==> src/rtl/gshare_branch_predictor.sv <==
// gshare next-PC predictor: direct-mapped BTB plus a PHT of 2-bit counters
// indexed by (PC index XOR global history).
// Ports:
//   clk, reset                - clock, asynchronous active-high reset
//   current_pc                - IF-stage PC to predict from
//   predicted_pc, pred_index  - combinational prediction and the PHT index used
//   update_*                  - resolution from EX (one pulse per branch/jump)
module gshare_branch_predictor #(
    parameter int unsigned INDEX_BITS   = 5,
    parameter int unsigned HISTORY_BITS = 5  // 1 <= HISTORY_BITS <= INDEX_BITS
) (
    input  logic                  clk,
    input  logic                  reset,
    input  logic [31:0]           current_pc,
    output logic [31:0]           predicted_pc,
    output logic [INDEX_BITS-1:0] pred_index,
    input  logic                  update_enable,
    input  logic [31:0]           update_pc,
    input  logic [INDEX_BITS-1:0] update_index,
    input  logic                  update_is_cond,
    input  logic                  update_taken,
    input  logic [31:0]           update_target
);

    localparam int unsigned ENTRIES  = 2 ** INDEX_BITS;
    localparam int unsigned TAG_BITS = 32 - INDEX_BITS - 2;

    logic [ENTRIES-1:0]      btb_valid;
    logic [ENTRIES-1:0]      btb_is_cond;
    logic [TAG_BITS-1:0]     btb_tag    [ENTRIES];
    logic [31:0]             btb_target [ENTRIES];
    logic [1:0]              pht        [ENTRIES];
    logic [HISTORY_BITS-1:0] bhr;

    logic [INDEX_BITS-1:0]   bidx;
    logic [TAG_BITS-1:0]     lookup_tag;
    logic [INDEX_BITS-1:0]   uidx;
    logic [31:0]             pc_plus4;
    logic                    hit;
    logic                    pred_taken;
    logic                    unused_pc_bits;

    // Lookup: pure combinational read of pre-update state
    assign bidx         = current_pc[INDEX_BITS+1:2];
    assign lookup_tag   = current_pc[31:INDEX_BITS+2];
    assign pred_index   = bidx ^ INDEX_BITS'(bhr);
    assign hit          = !reset && btb_valid[bidx] && (btb_tag[bidx] == lookup_tag);
    assign pred_taken   = hit && (!btb_is_cond[bidx] || pht[pred_index][1]);
    assign pc_plus4     = current_pc + 32'd4;
    assign predicted_pc = pred_taken ? btb_target[bidx] : pc_plus4;

    assign uidx           = update_pc[INDEX_BITS+1:2];
    assign unused_pc_bits = ^update_pc[1:0];

    // PHT counters and history advance only on resolved conditional branches
    always_ff @(posedge clk or posedge reset) begin
        if (reset) begin
            for (int i = 0; i < int'(ENTRIES); i++) begin
                pht[i] <= 2'b01;
            end
            bhr <= '0;
        end else if (update_enable && update_is_cond) begin
            if (update_taken) begin
                if (pht[update_index] != 2'b11) begin
                    pht[update_index] <= pht[update_index] + 2'd1;
                end
            end else begin
                if (pht[update_index] != 2'b00) begin
                    pht[update_index] <= pht[update_index] - 2'd1;
                end
            end
            // Truncating {bhr, taken} drops the oldest bit; also covers HISTORY_BITS=1
            bhr <= HISTORY_BITS'({bhr, update_taken});
        end
    end

    // BTB valid bits: the only BTB state that needs clearing
    always_ff @(posedge clk or posedge reset) begin
        if (reset) begin
            btb_valid <= '0;
        end else if (update_enable && update_taken) begin
            btb_valid[uidx] <= 1'b1;
        end
    end

    // BTB payload: written on taken resolution, meaningless while invalid
    always_ff @(posedge clk) begin
        if (update_enable && update_taken && !reset) begin
            btb_tag[uidx]     <= update_pc[31:INDEX_BITS+2];
            btb_target[uidx]  <= update_target;
            btb_is_cond[uidx] <= update_is_cond;
        end
    end

endmodule

==> config.mk <==
export PLATFORM = sky130hd
export DESIGN_NAME = gshare_branch_predictor
export DESIGN_NICKNAME = d
export VERILOG_FILES = /design/src/rtl/gshare_branch_predictor.sv
export SDC_FILE = /design/constraint.sdc
export NUM_CORES = 2
export LEC_CHECK = 0
export BUFFER_PORTS_ARGS = -buffer_cell sky130_fd_sc_hd__buf_4
export CAP_MARGIN = 0
export CORE_ASPECT_RATIO = 0.5
export CORE_UTILIZATION = 40
export DETAILED_ROUTE_END_ITERATION = 12
export PLACE_DENSITY_LB_ADDON = 0.1
export RECOVER_POWER = 50
export SYNTH_ARGS = -nofsm -noshare
export SYNTH_HDL_FRONTEND = slang
export SYNTH_SLANG_ARGS = --single-unit
export TNS_END_PERCENT = 10
==> constraint.sdc <==
create_clock -name clk -period 3.5 [get_ports clk]
set_clock_uncertainty 0.05 [all_clocks]
set_input_delay 0.35 -clock clk [delete_from_list [all_inputs] [get_ports clk]]
set_output_delay 0.35 -clock clk [all_outputs]
set_load 0.03 [all_outputs]
==> impl_metrics.yaml <==
run_status:
  status: "finished, violations left"
  violations: "negative setup slack"
worst_setup_path:
  r2r-end: "pht[21]$_DFFE_PP0P_"
  rrSetupSlack_ps: 150
  r2r_cells: 11
  crit_arrival_ps: 4330
  crit_path_end_kind: "output port"
  cp.required_ps: 3100
  cp_max_fo: 7
  start_kind: "flop"
  path_class: "flop to output port"
final_layout:
  multi_input_area_um2: 17900
  syn2layout_area_growth_pct: 19.7
  final_cell_mix: "1856 x edfxtp_1, 498 x mux4_2, 327 x buf_4"
  final_layout_size_suffix_gt1_share_pct: 33.1
  finalNonFillerCells: 6772
  final_common_cell: "edfxtp_1"
  final_nets: 4222
  fillers: 15600
  final_util_pct: 48.2
  seq_area_um2: 58300
synth:
  ys_seq_area_share_pct: 76.3
  synthMuxAreaShare_pct: 17.8
  synth_ff_type: "edfxtp_1"
  synth_top_family_by_area: "multiplexers"
  yosysWarnings: 0
  avgSynthCellArea_um2: 22.0
  synthSimpleGateAreaFrac_pct: 1.76
  synth_compound_area_share_pct: 2.32
  synth_xor_area_share_pct: 0.628
  synth_cells: 3475
  ys_ff_latch: 1957
  synth-edff-count: 1856
  synth-adder-area-share_pct: 0.0491
  synth.distinct_cells: 59
  syn_area_um2: 76500
  synth_nets: 3584
  async_flop_share_pct: 5.16
clock_network:
  cts_tree: "yes"
  insertion_delay_ps: 820
  clock-sinks: 1957
  numCtsBuffers: 184
  cts_max_path_buffers: 4
  cts-htree-levels: 4
  clkTransAtPathRegs_ps: 60
  cts-root-buf: "clkbuf_16"
timing:
  rsz0062_at_grt: "true"
  fmax_mhz: 211
  slew_headroom_pct: 7.90
  worst_pin_slew_ps: 1380
  setup_viol: 32
  fin_ws_ps: -1230
  finalHoldViolCount: 0
  slew_viol_final: 0
  finalCriticalPeriod_ps: 4730
  period_share_pct: 135
detailed_routing:
  drt_pass1_iterations: 7
  drt_iter0_drc: 4090
  vias: 39200
  avgViaCountPerCell: 5.78
  ant_nets: 0
  post_drt_wl_per_cell_um: 33.6
  totalWireLength_mm: 227
  drc_errors: 0
min_path:
  min_to: "pht[49]$_DFFE_PP0P_"
  hp-start: "update_index[2]"
  holdPathStages: 4
  hp-class: "primary input to flop"
floorplan:
  start_util_pct: 40.3
  die_x_um: 620
  io_pins: 143
  die_area_um2: 193000
  fp-row-count: 113
  die_h_um: 311
  core_um2: 190000
global_route:
  first_global_vias: 39900
  grt-ovfl-total: 0
  grt_pass1_wl_mm: 318
  grt_max_degree: 92
  grt_usage_pct: 23.6
  antenna_found_initial: 3
power_and_ir_drop:
  ir_drop_v: 0.000380
  power-per-cell-area_nw_per_um2: 530
  p_leak_nw: 29.5
  finalPower_w: 0.0485
placed_design:
  dp_slack_ps: -1110
  dp_hpwl_mm: 135
  io_buffers: 140
  dpl.cell_count: 6386
  globalplace.congestion: 0.810
run:
  cap_viol_max_count: 0
## cell families after synthesis
kind of cell	Yosys count
XOR/XNOR	54
flip-flops	1957
multiplexers	728
adder cells (fa/ha/maj)	3
AND/OR/NAND/NOR	284
AO/OA/AOI/OAI	254
buffers and inverters	195
## registers in the layout, summed over array words and instances, names as in the netlist, named ones only
signal and cells:
btb_tag 800, btb_valid 32, pht 32, btb_is_cond 32, bhr 5, btb_target 1024
## Yosys cell counts, drive strengths merged (7+ instances only)
| master | instances | share of area, % |
|---|---|---|
| edfxtp | 1856 | 73 |
| mux4 | 498 | 15 |
| mux2i | 183 | 2.4 |
| buf | 96 | 0.73 |
| clkbuf | 94 | 0.46 |
| nor2 | 88 | 0.43 |
| nand2 | 85 | 0.42 |
| dfrtp | 69 | 2.3 |
| a21oi | 57 | 0.37 |
| mux2 | 47 | 0.69 |
| a22oi | 44 | 0.43 |
| o221ai | 37 | 0.42 |
| dfstp | 32 | 1.1 |
| o21bai | 32 | 0.31 |
| nand3 | 29 | 0.19 |
| xnor2 | 27 | 0.31 |
| xor2 | 27 | 0.32 |
| o21ai | 24 | 0.16 |
| a22o | 15 | 0.17 |
| a211oi | 13 | 0.13 |
| nand4 | 12 | 0.098 |
| nor3 | 11 | 0.087 |
| nor2b | 10 | 0.082 |
| nand2b | 8 | 0.065 |
| o22ai | 8 | 0.065 |
| a221oi | 7 | 0.080 |
| and2 | 7 | 0.057 |
| nand3b | 7 | 0.069 |
| o211ai | 7 | 0.069 |
## repair_timing
action | 4_1_cts | 5_1_grt
gates resized for setup | 47 | 3
pin swaps | 17 | 0
gates cloned | 1 | 0
endpoints found under the setup margin | 32 | 34
setup buffers | 2 | 0
hold buffers | 68 | 0
hold endpoints to repair | 1901 | 0
## layer usage
layer  global-route usage [%]  vias to the layer above  share of wire [%]
li1                         -                    15900                  -
met1                     35.4                    21700                 45
met2                     36.8                     1245                 47
met3                     3.95                      245                6.0
met4                     4.46                        2                1.7
met5                        0                        -             0.0057
## worst max-delay path by stage
stage,start,endpoint,cells past startpoint
2_1_floorplan,reset,btb_is_cond[12]$_DFFE_PP_,4
3_3_place_gp,current_pc[2],predicted_pc[7],17
3_5_place_dp,current_pc[2],predicted_pc[30],17
4_1_cts,btb_tag[19][11]$_DFFE_PP_,predicted_pc[24],14
5_1_grt,btb_tag[18][5]$_DFFE_PP_,predicted_pc[19],14
6_report,btb_tag[30][24]$_DFFE_PP_,predicted_pc[24],14
## power by group
part / internal [W] / leakage, nW / switching, W
Clock: 0.0102 / 2.63 / 0.00863
Combinational: 0.00157 / 8.97 / 0.00198
Sequential: 0.0260 / 17.9 / 0.000150
## layout make-up
type / instances / area share, %
well taps: 2530 / 3.46
multi-input cells: 1323 / 19.6
diodes: 1 / 0.00274
clock inverters: 69 / 0.550
inverters: 5 / 0.0301
repair buffers: 642 / 7.31
flip-flops and latches: 1957 / 63.7
clock buffers: 245 / 5.35
## per-stage QoR
stage	TNS, ps	area (µm²)	hold WS (ps)
floorplan	-580160	77100	388
global placement	-37970	85400	251
detailed placement	-36740	85400	254
CTS	-39560	91700	0.643
global route	-42120	91500	63.8
finish	-37870	91500	61.6
## worst max-delay path: stages, from the launching register on
cell      delay, ps
edfxtp_1        380
mux4_2          480
a22oi_1         180
nand3_1         100
nand2_1         180
xor2_1          280
and4_1          360
buf_4           170
nand4_1         210
nor3_4          260
buf_12          160
buf_16          180
buf_12          150
mux2i_4         230
buf_6           150
Power figures use the tool's default switching activity.
